### config.mk
export PLATFORM = sky130hd
export DESIGN_NAME = uart_tx_sched
export DESIGN_NICKNAME = d
export VERILOG_FILES = /design/src/rtl/uart_tx_sched.sv
export SDC_FILE = /design/constraint.sdc
export NUM_CORES = 1
export LEC_CHECK = 0
export ABC_CLOCK_PERIOD_IN_PS = 2700
export CORE_ASPECT_RATIO = 1.75
export CORE_UTILIZATION = 56
export DETAILED_ROUTE_END_ITERATION = 10
export PLACE_DENSITY = 0.82
export SLEW_MARGIN = 0
export SYNTH_ARGS = -nofsm -noshare
export SYNTH_HDL_FRONTEND = slang
export SYNTH_SLANG_ARGS = --single-unit
### constraint.sdc
create_clock -name CLK -period 2.7 [get_ports CLK]
set_input_delay 0.27 -clock CLK [delete_from_list [all_inputs] [get_ports CLK]]
set_output_delay 0.27 -clock CLK [all_outputs]
set_load 0.03 [all_outputs]
### src/rtl/uart_tx_sched.sv
// uart_tx_sched: round-robin merges CPU and debug bytes into a FIFO drained into async_transmitter (UART_TX_CRLF_EN: CR before LF).
// Latency: a byte pushed into an empty FIFO with the FSM idle is popped and raises TX_START on the next edge.
// Backpressure: REQn_READY drops while the registered count reads full; the losing requester holds VALID/DATA.
module uart_tx_sched #(
    parameter int FIFO_DEPTH   = 8,
    parameter int BUSY_TIMEOUT = 16
) (
    input  logic                        CLK,
    input  logic                        RST,
    input  logic                        REQ0_VALID,
    input  logic [7:0]                  REQ0_DATA,
    output logic                        REQ0_READY,
    input  logic                        REQ1_VALID,
    input  logic [7:0]                  REQ1_DATA,
    output logic                        REQ1_READY,
    output logic                        TX_START,
    output logic [7:0]                  TX_DATA,
    input  logic                        TX_BUSY,
    output logic                        TX_READY,
    output logic                        TX_IDLE,
    output logic [$clog2(FIFO_DEPTH):0] FIFO_COUNT
);

    localparam int AW = $clog2(FIFO_DEPTH);
    localparam int CW = AW + 1;
    localparam int TW = $clog2(BUSY_TIMEOUT + 1);
    localparam logic [CW-1:0] DEPTH_C  = CW'(FIFO_DEPTH);
    localparam logic [TW-1:0] TMO_LAST = TW'(BUSY_TIMEOUT - 1);

    typedef enum logic [1:0] {
        S_IDLE,
        S_START,
        S_WAIT_BUSY,
        S_WAIT_DONE
    } state_t;

    state_t          state_q, state_d;
    logic [7:0]      mem [FIFO_DEPTH];
    logic [AW-1:0]   wr_ptr, rd_ptr;
    logic [CW-1:0]   count_q, count_d;
    logic [TW-1:0]   tmo_q;
    logic            rr_q;
    logic            full, empty;
    logic            grant0, grant1, push, pop, contended;
    logic [7:0]      push_dat, head, launch_dat;
    logic            launch, tmo_clr, tmo_inc;
`ifdef UART_TX_CRLF_EN
    logic            cr_sent_q, cr_set, cr_clr;
`endif

    assign full  = (count_q == DEPTH_C);
    assign empty = (count_q == '0);
    assign head  = mem[rd_ptr];

    // Arbitration only looks at the registered count, so a pop never frees a slot for a same-cycle push.
    always_comb begin
        grant0 = 1'b0;
        grant1 = 1'b0;
        if (!full) begin
            if (REQ0_VALID && (!REQ1_VALID || !rr_q)) begin
                grant0 = 1'b1;
            end else if (REQ1_VALID) begin
                grant1 = 1'b1;
            end
        end
    end

    assign push       = grant0 | grant1;
    assign push_dat   = grant0 ? REQ0_DATA : REQ1_DATA;
    assign contended  = REQ0_VALID & REQ1_VALID & push;
    assign REQ0_READY = grant0;
    assign REQ1_READY = grant1;

    always_comb begin
        state_d    = state_q;
        pop        = 1'b0;
        launch     = 1'b0;
        launch_dat = head;
        tmo_clr    = 1'b0;
        tmo_inc    = 1'b0;
`ifdef UART_TX_CRLF_EN
        cr_set     = 1'b0;
        cr_clr     = 1'b0;
`endif
        case (state_q)
            S_IDLE: begin
                if (!empty) begin
                    launch  = 1'b1;
                    state_d = S_START;
`ifdef UART_TX_CRLF_EN
                    // LF stays at the head while its CR goes out; the next idle visit pops it.
                    if (head == 8'h0A && !cr_sent_q) begin
                        launch_dat = 8'h0D;
                        cr_set     = 1'b1;
                    end else begin
                        pop    = 1'b1;
                        cr_clr = 1'b1;
                    end
`else
                    pop = 1'b1;
`endif
                end
            end
            S_START: begin
                tmo_clr = 1'b1;
                state_d = S_WAIT_BUSY;
            end
            S_WAIT_BUSY: begin
                if (TX_BUSY) begin
                    state_d = S_WAIT_DONE;
                end else if (tmo_q == TMO_LAST) begin
                    state_d = S_IDLE;
                end else begin
                    tmo_inc = 1'b1;
                end
            end
            S_WAIT_DONE: begin
                if (!TX_BUSY) begin
                    state_d = S_IDLE;
                end
            end
            default: state_d = S_IDLE;
        endcase
    end

    always_comb begin
        count_d = count_q;
        if (push && !pop) begin
            count_d = count_q + 1'b1;
        end else if (!push && pop) begin
            count_d = count_q - 1'b1;
        end
    end

    always_ff @(posedge CLK) begin
        if (push) begin
            mem[wr_ptr] <= push_dat;
        end
    end

    always_ff @(posedge CLK or negedge RST) begin
        if (!RST) begin
            state_q  <= S_IDLE;
            wr_ptr   <= '0;
            rd_ptr   <= '0;
            count_q  <= '0;
            tmo_q    <= '0;
            rr_q     <= 1'b0;
            TX_START <= 1'b0;
            TX_DATA  <= 8'h00;
            TX_READY <= 1'b1;
        end else begin
            state_q  <= state_d;
            count_q  <= count_d;
            TX_READY <= (count_d != DEPTH_C);
            TX_START <= launch;
            if (launch) begin
                TX_DATA <= launch_dat;
            end
            if (push) begin
                wr_ptr <= wr_ptr + 1'b1;
            end
            if (pop) begin
                rd_ptr <= rd_ptr + 1'b1;
            end
            if (tmo_clr) begin
                tmo_q <= '0;
            end else if (tmo_inc) begin
                tmo_q <= tmo_q + 1'b1;
            end
            if (contended) begin
                rr_q <= ~rr_q;
            end
        end
    end

`ifdef UART_TX_CRLF_EN
    always_ff @(posedge CLK or negedge RST) begin
        if (!RST) begin
            cr_sent_q <= 1'b0;
        end else if (cr_set) begin
            cr_sent_q <= 1'b1;
        end else if (cr_clr) begin
            cr_sent_q <= 1'b0;
        end
    end
`endif

    assign TX_IDLE    = empty && (state_q == S_IDLE);
    assign FIFO_COUNT = count_q;

endmodule

## Yosys cells after proc, flatten, opt, wreduce, memory -nomap -nowiden

Memories as Yosys holds them, arrays and structs flattened. A register that Yosys moved wholly into a read port is not among the register bits.
Cells that the tools add are included.

| storage, ports and cells | value |
|---|---|
| bits in registers | 20 |
| latch bits | 0 |
| memory bits (writable) | 64 |
| ROM bits | 0 |
| logic and storage cells | 64 |
| memories kept | 1 |

Memories:

| name | depth | width | rd ports | clocked after Yosys merged registers in | wr ports | line | text |
|---|---|---|---|---|---|---|---|
| mem | 8 | 8 | 1 | 1 | 1 | 38 | `logic [7:0] mem [FIFO_DEPTH];` |

| cells by class | value |
|---|---|
| $add $sub $neg | 5 |
| multiply operators | 0 |
| divide/modulo/power cells | 0 |
| $lt $le $gt $ge | 0 |
| equal/unequal tests | 9 |
| shift operators | 0 |
| muxes and demuxes | 23 |
| bitwise gates (word level) | 4 |
| reduce and logical (&&, ||, !) cells | 14 |

Operators by type and width:

| kind | number |
|---|---|
| $mux 1 | 13 |
| $mux 5 | 2 |
| $mux 2 | 4 |
| $mux 4 | 2 |
| $mux 8 | 1 |
| $pmux 2 s4 | 1 |
| $add 3x1->3 const B | 2 |
| $add 5x1->5 const B | 1 |
| $eq 5x4->1 const B | 1 |
| $logic_not 1->1 | 5 |
| $add 4x1->4 const B | 1 |
| $eq 2x2->1 const B | 2 |
| $eq 4x4->1 const B | 1 |
| $logic_and 1x1->1 | 4 |
| $logic_not 4->1 | 1 |
| $ne 2x2->1 const B | 2 |
| $ne 4x4->1 const B | 1 |
| $sub 4x1->4 const B | 1 |
| $ne 3x3->1 const B | 1 |
| $reduce_and 3->1 | 1 |
| $and 1x1->1 | 2 |
| $eq 2x1->1 const B | 1 |
| $logic_not 2->1 | 1 |
| $reduce_bool 2->1 | 1 |
| 3 further kinds | 3 |

## Depth between registers and ports, before layout

Gate-level depths: netlist (run 1).

| depth | value |
|---|---|
| word-level depth | 11 |
| depth in mapped cells | 8 |
| mapped depth without buffers | 8 |

## Worst setup path before layout (run 1)

No wires, ideal clock.

| timing | value |
|---|---|
| kind | register to register |
| from | register count_q[0], in the netlist FIFO_COUNT[0] |
| to | memory mem[0][0], enable pin |
| arrival | 2.016 ns |
| path slack | 0.290 ns |
| stages on the path, launching flop included | 6 |
| path buffers | 0 |
| cells stage by stage | dfrtp_1 > inv_1 > ha_1 > nand3b_1 > o21ai_1 > nor4_1 |

| between the ends | value |
|---|---|
| word-level cells in the longest chain between the ends | 5 |
| elaborated cells between the ends (all ways) | 6 |
| those cells by class | eq/ne: 1; mux: 4; bitwise: 1 |

Ends and longest elaborated chain:

| what | line | text |
|---|---|---|
| start: declaration | 40 | `logic [CW-1:0] count_q, count_d;` |
| start signal: assignment | 154 | `count_q <= count_d;` |
| $eq 4x4->1 * | 51 | `assign full = (count_q == DEPTH_C);` |
| $mux 1 | 59 | `if (!full) begin` |
| $or 1x1->1 * | 68 | `assign push = grant0 \| grant1;` |
| $mux 1 * | 136 | `if (push) begin` |
| $mux 1 (not written as such) * | 137 | `mem[wr_ptr] <= push_dat;` |
| end: declaration | 38 |  |

Every way passes the cells marked *; elsewhere a longest branch is shown, timed or not.

## Worst setup path after layout (run 1)

| timing | value |
|---|---|
| from | register count_q[0], in the netlist FIFO_COUNT[0] |
| to | output port REQ1_READY |

| between the ends | value |
|---|---|
| word-level cells in the longest chain between the ends | 2 |

Ends and longest elaborated chain:

| what | line | text |
|---|---|---|
| $eq 4x4->1 | 51 |  |
| $mux 1 | 59 |  |
| end: declaration | 15 | `output logic REQ1_READY,` |

Every way passes these cells.

==> impl_metrics.py, run 1 <==
metrics = {
    "outcome": {
        "status": "finished, final reports clean",
    },
    "detailed_routing": {
        "num_vias": 2279,
        "ant_nets": 0,
        "route.detailed.drc": 0,
        "first_pass_iters": 4,
        "drtIter0Drc": 122,
        "routed_via_density": 5.698,
        "routed_wl_mm": 6.871,
        "routedWlPerCell_um": 17.18,
    },
    "power_and_ir_drop": {
        "p_per_area_nw_per_um2": 1121,
        "netSwitchingPower_mw": 1.749,
        "p_int_mw": 3.465,
        "p_sw_share_pct": 33.54,
        "seqPwrFrac_pct": 44.8,
        "p_clk_share_pct": 20.7,
        "combPwrFrac_pct": 34.5,
        "peakVddDrop_mv": 0.7146,
        "p_leak_nw": 1.816,
    },
    "grt": {
        "grt_usage_pct": 22.54,
        "grt_max_degree": 29,
        "grt_first_pass_wirelength_mm": 11.49,
        "grt_overflow": 0,
        "grt_pass1_vias": 2306,
        "antenna_found_initial": 0,
    },
    "timing": {
        "worst_pin_slew_ns": 0.7798,
        "fmax_ghz": 0.4198,
        "fin_crit_ns": 2.382,
        "rsz0062_at_grt": "false",
        "fin_skew_ns": 0.009624,
        "setup_violations": 0,
        "slew_viol_final": 0,
        "slew_headroom_pct": 48.01,
        "period_share_pct": 88.22,
        "hold-worst-slack_ns": 0.3116,
        "setup-tns-final_ns": 0,
        "hold_viol": 0,
    },
    "logic_synthesis": {
        "synth-seq-area-share_pct": 68.08,
        "async_flop_share_pct": 30.43,
        "synth_most_common_cell": "edfxtp_1",
        "synth.avg_cell_area_um2": 14.77,
        "synth_top_area_share_pct": 49.87,
        "yosysTopAreaCell": "edfxtp_1",
        "synth_cell_types": 35,
        "synth_commonest_cells": "edfxtp_1 (64), nand2_1 (51), dfrtp_1 (27)",
        "ys_ff_latch": 92,
        "synth.net_count": 288,
        "yosys-top-cells-area": "edfxtp_1 (50%), dfrtp_1 (18%), mux4_2 (9.4%), nand2_1 (5.0%), mux2i_1 (3.1%)",
        "synth_edf_count": 64,
        "synthFlopType": "edfxtp_1",
        "ys.warnings.count": 0,
        "syn_area_um2": 3854,
        "netlist_instances": 261,
    },
    "floorplan": {
        "die_h_um": 111.7,
        "coreArea_um2": 6588,
        "initial_utilization_pct": 58.50,
        "die_w_um": 64.71,
        "std_cell_rows": 39,
        "dieArea_um2": 7231,
        "pin_count": 38,
    },
    "clock_tree": {
        "cts_htree_levels": 3,
        "postCtsSetupBuffers": 0,
        "insertion_delay_ns": 0.34,
        "cts_made_buffers": 9,
        "clockBufferDepth": 2,
        "cts_sinks": 92,
        "cts_root_buf": "clkbuf_16",
        "cts_resized": 0,
        "clk_pin_slew_ns": 0.06,
        "tritoncts": "done",
        "ctsHoldBuffers": 0,
    },
    "worst_setup_path": {
        "crit_required_ns": 2.43,
        "worstSetupEndpointType": "primary output",
        "start_kind": "flop",
        "crit_fanout": 6,
        "crit_type": "flop to primary output",
        "worstPathArrival_ns": 2.11,
    },
    "placed_design": {
        "post-dp-hpwl_mm": 4.737,
        "place_inst": 384,
        "globalplace.congestion": 0.8162,
        "port-buffer-count": 37,
        "placed_area_um2": 4388,
    },
    "final_layout": {
        "design_area_um2": 4649,
        "stdcell_count": 400,
        "antenna_cells": 0,
        "drive_gt1_share_pct": 14.47,
        "area_delta_synth_final_pct": 20.65,
        "nets": 340,
    },
    "worst_hold_path": {
        "hold_path_class": "input port to async pin",
    },
    "job": {
        "cap_violations": 0,
    },
}
[cells by family (layout without fill, tap and decap cells)]
logic type / count (synthesis) / in the layout / synth area share [%]
DFF: 92 / 92 / 68.08
and+or+nand+nor: 86 / 86 / 9.773
muxes: 28 / 28 / 12.47
AOI/OAI and AO/OA: 26 / 26 / 4.383
buffers and inverters: 15 / 72 / 1.526
xor gates and xnor gates: 8 / 8 / 1.818
adders and majority gates: 6 / 6 / 1.948
[layout make-up]
class                      count  area [um^2]
tap                           82        102.6
multi-input combinational    154         1171
clock buffer                  12        236.5
inverter                       6        22.52
sequential                    92         2624
timing repair buffer          50        473.0
clock inverter                 4        20.02
fill                         450         1938
[critical path, cell delays in order, from the launching register on]
cell and delay (ns):
dfrtp_1 0.43, inv_1 0.06, ha_1 0.25, nand3b_1 0.16, nand2_1 0.07, a21oi_1 0.12
clkdlybuf4s50_1 0.68
[cell usage in the layout (no fill, tap or decap), drive strengths merged, types with 2 or more instances in the layout]
cell type and n:
o211ai 2, buf 13, clkdlybuf4s50 35, dlymetal6s2s 2
mux4 16, inv 5, o21ai 15, ha 6
a22oi 2, nor2 14, a21oi 2, edfxtp 64
xnor2 8, dfrtp 27, clkbuf 12, mux2i 12
nand3 2, and3 2, nand2 51, nor3 8
nand2b 2, clkinv 5
[layer usage]
metal  track usage [%]  vias up  wire length (um)
met1             25.15     1131              2661
met5                 0        -                 0
li1                  -     1078                 -
met2             38.06       57              3804
met3             5.738       13               216
met4             13.04        0               188
[power groups by stage]
stage	logic (mW)	clock network, mW	registers, mW
floorplan	1.14	0	2.38
global placement	1.76	0	2.33
detailed placement	1.82	0	2.36
CTS	1.83	1.11	2.34
global route	1.98	1.16	2.39
finish	1.80	1.08	2.34
[worst paths after layout]
kind / from / endpoint / cells after the start / slack, ns
worst max-delay path: FIFO_COUNT[0] / REQ1_READY / 6 / 0.32
worst min-delay path: RST / FIFO_COUNT[0] / 2 / 0.31
worst min register to register: TX_DATA[1] / TX_DATA[1] / 2 / 0.48
max in group asynchronous: RST / TX_READY / 2 / 2.09
min in group CLK: TX_DATA[1] / TX_DATA[1] / 2 / 0.48
worst max register to register: FIFO_COUNT[1] / TX_READY / 7 / 0.34
[sequential cells by signal (all words and copies together), names as in the netlist]
register    count
FIFO_COUNT      4
TX_DATA         8
rr_q            1
rd_ptr          3
TX_START        1
state_q         2
mem            64
TX_READY        1
tmo_q           5
wr_ptr          3
[per-stage QoR]
step | utilization [%] | setup WS, ns | power (mW)
final | 70.58 | 0.3181 | 5.214
after CTS | 70.50 | 0.07106 | 5.275
after global routing | 70.58 | 0.1272 | 5.531
after floorplan | - | 0.2896 | 3.523
after detailed placement | 66.61 | 0.3522 | 4.182
after global placement | 66.61 | 0.4316 | 4.097
Power figures use the tool's default switching activity.
==> run 2: changes to the inputs <==
--- a/config.mk
+++ b/config.mk
@@ -5,7 +5,7 @@
 export SDC_FILE = /design/constraint.sdc
 export NUM_CORES = 1
 export LEC_CHECK = 0
-export ABC_CLOCK_PERIOD_IN_PS = 2700
+export ABC_CLOCK_PERIOD_IN_PS = 2450
 export CORE_ASPECT_RATIO = 1.75
 export CORE_UTILIZATION = 56
 export DETAILED_ROUTE_END_ITERATION = 10
==> constraint.sdc (replaced) <==
create_clock -name CLK -period 2.45 [get_ports CLK]
set_input_delay 0.245 -clock CLK [delete_from_list [all_inputs] [get_ports CLK]]
set_output_delay 0.245 -clock CLK [all_outputs]
set_load 0.03 [all_outputs]
==> run 2 against run 1 <==
Effect of this change:
- sequential share of layout area fell by 0.96 points
- total power increased by 15%
- combinational power rose by 17%
- cell area increased by 1.7%
- sequential power rose by 7%
- setup slack got worse by 0.21 ns
- via count grew 0.44%
- critical endpoint is now TX_READY
==> impl_metrics.py, run 2 (synthesized netlist as in run 1, its figures left out) <==
metrics = {
    "placed_design": {
        "post-dp-hpwl_mm": 4.802,
        "globalplace.congestion": 0.7986,
        "port-buffer-count": 37,
        "post-place-ws_ns": 0.1231,
    },
    "detailed_routing": {
        "routedWlPerCell_um": 17.35,
        "routed_wl_mm": 7.028,
        "routed_via_density": 5.652,
        "num_vias": 2289,
        "route.detailed.drc": 0,
        "drtIter0Drc": 148,
        "first_pass_iters": 4,
        "ant_nets": 0,
    },
    "clock_tree": {
        "clk_pin_slew_ns": 0.06,
        "postCtsSetupBuffers": 0,
        "cts_root_buf": "clkbuf_16",
        "tritoncts": "done",
        "cts_htree_levels": 3,
        "cts_made_buffers": 9,
        "cts_sinks": 92,
        "insertion_delay_ns": 0.34,
        "clockBufferDepth": 2,
    },
    "timing": {
        "worst_pin_slew_ns": 0.7235,
        "rsz0062_at_grt": "false",
        "setup-tns-final_ns": 0,
        "setup_violations": 0,
        "slew_viol_final": 0,
        "fmax_ghz": 0.4265,
        "hold-worst-slack_ns": 0.2857,
        "final.setup.worst_slack_ns": 0.1053,
        "slew_headroom_pct": 51.76,
        "fin_crit_ns": 2.345,
        "hold_viol": 0,
        "period_share_pct": 95.70,
        "fin_skew_ns": 0.004752,
    },
    "power_and_ir_drop": {
        "p_per_area_nw_per_um2": 1266,
        "peakVddDrop_mv": 0.8302,
        "p_leak_nw": 1.841,
    },
    "floorplan": {
        "coreArea_um2": 6588,
        "dieArea_um2": 7231,
        "initial_utilization_pct": 58.50,
        "std_cell_rows": 39,
        "die_w_um": 64.71,
        "pin_count": 38,
        "die_h_um": 111.7,
    },
    "grt": {
        "grt_usage_pct": 22.71,
        "grt_first_pass_wirelength_mm": 11.56,
        "grt_pass1_vias": 2343,
        "antenna_found_initial": 0,
        "grt_max_degree": 29,
        "grt_overflow": 0,
    },
    "final_layout": {
        "largest_reg_flops": 64,
        "area_delta_synth_final_pct": 22.73,
        "antenna_cells": 0,
        "mostFrequentLayoutCells": "edfxtp_1 (64), nand2_1 (51), clkdlybuf4s50_1 (35)",
        "fillers": 429,
        "postLayoutCoreUtil_pct": 71.79,
        "top_register": "mem",
        "drive_gt1_share_pct": 16.72,
        "final_common_cell": "edfxtp_1",
        "nets": 345,
        "reg_top3": "mem (64), TX_DATA (8), tmo_q (5)",
    },
    "worst_setup_path": {
        "worstSetupEndpointType": "flop",
        "crit_type": "flop to flop",
        "start_kind": "flop",
        "crit_required_ns": 2.71,
        "worstPathArrival_ns": 2.60,
        "crit_fanout": 5,
    },
    "outcome": {
        "status": "finished, final reports clean",
    },
    "job": {
        "cap_violations": 0,
    },
    "worst_hold_path": {
        "hold_path_class": "input port to async pin",
    },
}
[run 2: cell count changes in the layout (fill, tap and decap cells not counted)]
cell,before,now
buf_4,13,18
clkbuf_1,3,0
clkinv_2,4,2
clkinvlp_4,0,2
bufinv_16,0,1
clkbuf_8,0,1
clkinv_4,0,1
dlygate4sd2_1,0,1
dlymetal6s2s_1,2,1
[run 2: layout make-up]
type | instances | area (um^2) | area share, %
Tap cell | 82 | 102.6 | 2.169
Sequential cell | 92 | 2624 | 55.48
Inverter | 6 | 22.52 | 0.4762
Clock buffer | 10 | 239.0 | 5.053
Timing Repair Buffer | 55 | 506.7 | 10.71
Multi-Input combinational cell | 154 | 1171 | 24.76
Clock inverter | 6 | 63.81 | 1.349
[run 2: critical path, stage by stage, from the launching register on]
cell	delay [ns]
dfrtp_1	0.38
inv_1	0.06
ha_1	0.21
or3b_4	0.44
a211oi_4	0.32
a22oi_1	0.16
xnor2_1	0.17
or4b_1	0.52
[run 2: power breakdown]
group | internal [mW] | leakage, nW | switching, mW
Clock | 0.815 | 0.144 | 0.548
Sequential | 2.20 | 0.931 | 0.308
Combinational | 0.982 | 0.765 | 1.13
Total | 4.00 | 1.84 | 1.99
[run 2: per-layer routing]
layer | up-vias | routed length [um] | global-route usage [%]
met1 | 1113 | 2678 | 25.49
met5 | - | 0 | 0
li1 | 1081 | - | -
met4 | 0 | 286 | 16.59
met3 | 20 | 276 | 4.201
met2 | 75 | 3787 | 37.64
[run 2: worst paths after layout]
kind / startpoint / to / slack, ns / cells past startpoint
min reg2reg: TX_DATA[2] / TX_DATA[2] / 0.48 / 2
max in group asynchronous: RST / TX_READY / 1.86 / 2
min: RST / FIFO_COUNT[3] / 0.29 / 2
max reg2reg: FIFO_COUNT[0] / TX_READY / 0.11 / 7
min in group CLK: TX_DATA[2] / TX_DATA[2] / 0.48 / 2
max: FIFO_COUNT[0] / TX_READY / 0.11 / 7
[run 2: repair_timing]
action	4_1_cts	5_1_grt
hold buffers	0	0
endpoints found under the setup margin	1	1
gates resized for setup	1	1
[run 2: per-stage QoR]
step	total power, mW	cell area [um^2]	std cells
4_1_cts	6.037	4727	405
2_1_floorplan	3.882	3854	261
3_3_place_gp	4.569	4425	389
5_1_grt	6.322	4730	405
3_5_place_dp	4.662	4425	389
6_report	5.987	4730	405
==> run 3: changes to the inputs <==
--- a/config.mk
+++ b/config.mk
@@ -7,7 +7,8 @@
 export LEC_CHECK = 0
 export ABC_CLOCK_PERIOD_IN_PS = 2450
 export CORE_ASPECT_RATIO = 1.75
-export CORE_UTILIZATION = 56
+export CORE_UTILIZATION = 59
+export CTS_BUF_LIST = sky130_fd_sc_hd__clkbuf_8
 export DETAILED_ROUTE_END_ITERATION = 10
 export PLACE_DENSITY = 0.82
 export SLEW_MARGIN = 0
==> run 3 against run 2 <==
Effect of this change:
- clock-buffer cell count rose by 1
- non-clock buffer count fell by 1
- sequential power barely moved
- via count fell by 1.2%
- fmax rose by 3.7%
- global-route usage fell by 0.068 points
- largest cell class unchanged
- highest routed layer unchanged
==> impl_metrics.py, run 3 (synthesized netlist as in run 1, its figures left out) <==
metrics = {
    "placed_design": {
        "place_inst": 386,
        "post-place-ws_ns": 0.1984,
        "globalplace.congestion": 0.8151,
        "post-dp-hpwl_mm": 4.668,
        "placed_area_um2": 4415,
        "port-buffer-count": 37,
    },
    "floorplan": {
        "dieArea_um2": 6872,
        "pin_count": 38,
        "initial_utilization_pct": 61.87,
        "die_w_um": 63.10,
        "std_cell_rows": 38,
        "coreArea_um2": 6228,
        "die_h_um": 108.9,
    },
    "final_layout": {
        "final_common_cell": "edfxtp_1",
        "reg_top3": "mem (64), TX_DATA (8), tmo_q (5)",
        "mostFrequentLayoutCells": "edfxtp_1 (64), nand2_1 (51), clkdlybuf4s50_1 (35)",
        "drive_gt1_share_pct": 15.53,
        "antenna_cells": 0,
        "nets": 344,
        "largest_reg_flops": 64,
        "multi_input_area_um2": 1171,
        "postLayoutCoreUtil_pct": 74.09,
        "stdcell_count": 402,
        "area_delta_synth_final_pct": 19.74,
        "fillers": 408,
        "design_area_um2": 4614,
        "top_register": "mem",
        "register_area_um2": 2624,
    },
    "worst_setup_path": {
        "cp_slowest_cell": "clkdlybuf4s50_1",
        "start_kind": "flop",
        "timing.rr.end": "TX_READY",
        "slowest_delay_ns": 0.68,
        "worstPathArrival_ns": 2.02,
        "cp_top_family": "buffers and inverters",
        "crit_type": "flop to primary output",
        "crit_fanout": 4,
        "worstPathCellList": "inv_1 > ha_1 > nand3b_1 > nand2_1 > a21oi_1 > clkdlybuf4s50_1",
        "cp_num_buf_inv": 2,
        "crit_required_ns": 2.20,
        "reg2regPathDepth": 7,
        "r2r_slack_ns": 0.20,
        "r2r_start": "FIFO_COUNT[0]",
        "worstSetupEndpointType": "primary output",
    },
    "timing": {
        "fin_skew_ns": 0.009622,
        "fmax_ghz": 0.4422,
        "period_share_pct": 92.30,
        "hold_viol": 0,
        "slew_viol_final": 0,
        "final.setup.worst_slack_ns": 0.1885,
        "rsz0062_at_grt": "false",
        "setup_violations": 0,
        "slew_headroom_pct": 54.09,
        "fin_crit_ns": 2.261,
        "setup-tns-final_ns": 0,
        "worst_pin_slew_ns": 0.6886,
        "hold-worst-slack_ns": 0.2719,
    },
    "clock_tree": {
        "clk_pin_slew_ns": 0.08,
        "cts_sinks": 92,
        "cts_made_buffers": 9,
        "cts_htree_levels": 3,
        "clockBufferDepth": 2,
        "cts_root_buf": "clkbuf_8",
        "tritoncts": "done",
        "postCtsSetupBuffers": 0,
        "insertion_delay_ns": 0.35,
    },
    "grt": {
        "grt_max_degree": 29,
        "antenna_found_initial": 0,
        "grt_first_pass_wirelength_mm": 10.96,
        "grt_pass1_vias": 2279,
        "grt_usage_pct": 22.65,
        "grt_overflow": 0,
    },
    "worst_hold_path": {
        "hold_path_class": "input port to async pin",
    },
    "power_and_ir_drop": {
        "seqPwrFrac_pct": 45.2,
        "p_per_area_nw_per_um2": 1203,
        "combPwrFrac_pct": 37.2,
        "p_total_mw": 5.550,
        "p_int_mw": 3.683,
        "p_leak_nw": 1.805,
        "p_clk_share_pct": 17.6,
        "netSwitchingPower_mw": 1.867,
        "p_sw_share_pct": 33.64,
        "peakVddDrop_mv": 0.6603,
    },
    "detailed_routing": {
        "routed_via_density": 5.624,
        "drtIter0Drc": 122,
        "num_vias": 2261,
        "route.detailed.drc": 0,
        "ant_nets": 0,
        "routed_wl_mm": 6.746,
        "routedWlPerCell_um": 16.78,
        "first_pass_iters": 5,
    },
    "outcome": {
        "status": "finished, final reports clean",
    },
    "job": {
        "cap_violations": 0,
    },
}
-- run 3: power groups by stage --
stage	clock network [mW]	logic (mW)	registers [mW]
final	0.977	2.06	2.51
after global routing	1.06	2.26	2.57
after CTS	1.00	2.09	2.51
after floorplan	0	1.26	2.62
after global placement	0	2.04	2.52
after detailed placement	0	2.09	2.55
-- run 3: routing by layer --
| metal | track usage [%] | vias up | routed length [um] |
|---|---|---|---|
| met5 | 0 | - | 0 |
| met4 | 16.61 | 0 | 261 |
| met3 | 2.824 | 16 | 216 |
| met2 | 40.63 | 64 | 3672 |
| met1 | 24.18 | 1104 | 2595 |
| li1 | - | 1077 | - |
-- run 3: area by class of cell --
cell class,count,share of cell area (%)
Tap cell,80,2.169
Inverter,6,0.4881
Multi-Input combinational cell,154,25.38
Timing Repair Buffer,54,10.82
Clock buffer,11,3.281
Sequential cell,92,56.86
Clock inverter,5,1.003
-- run 3: worst max path at each step --
stage | end | depth (start not counted) | slack (ns) | startpoint
finish | REQ1_READY | 6 | 0.19 | FIFO_COUNT[0]
CTS | REQ0_READY | 6 | 0.04 | FIFO_COUNT[0]
global placement | TX_READY | 7 | 0.27 | FIFO_COUNT[0]
global route | TX_READY | 7 | 0.02 | FIFO_COUNT[0]
detailed placement | TX_READY | 7 | 0.20 | FIFO_COUNT[0]
floorplan | mem[0][0] | 5 | 0.04 | FIFO_COUNT[0]
-- run 3: what timing repair did --
action / CTS / global route
hold buffers: 0 / 0
gates cloned: 0 / 0
resized for setup: 1 / 1
endpoints found under the setup margin: 1 / 1
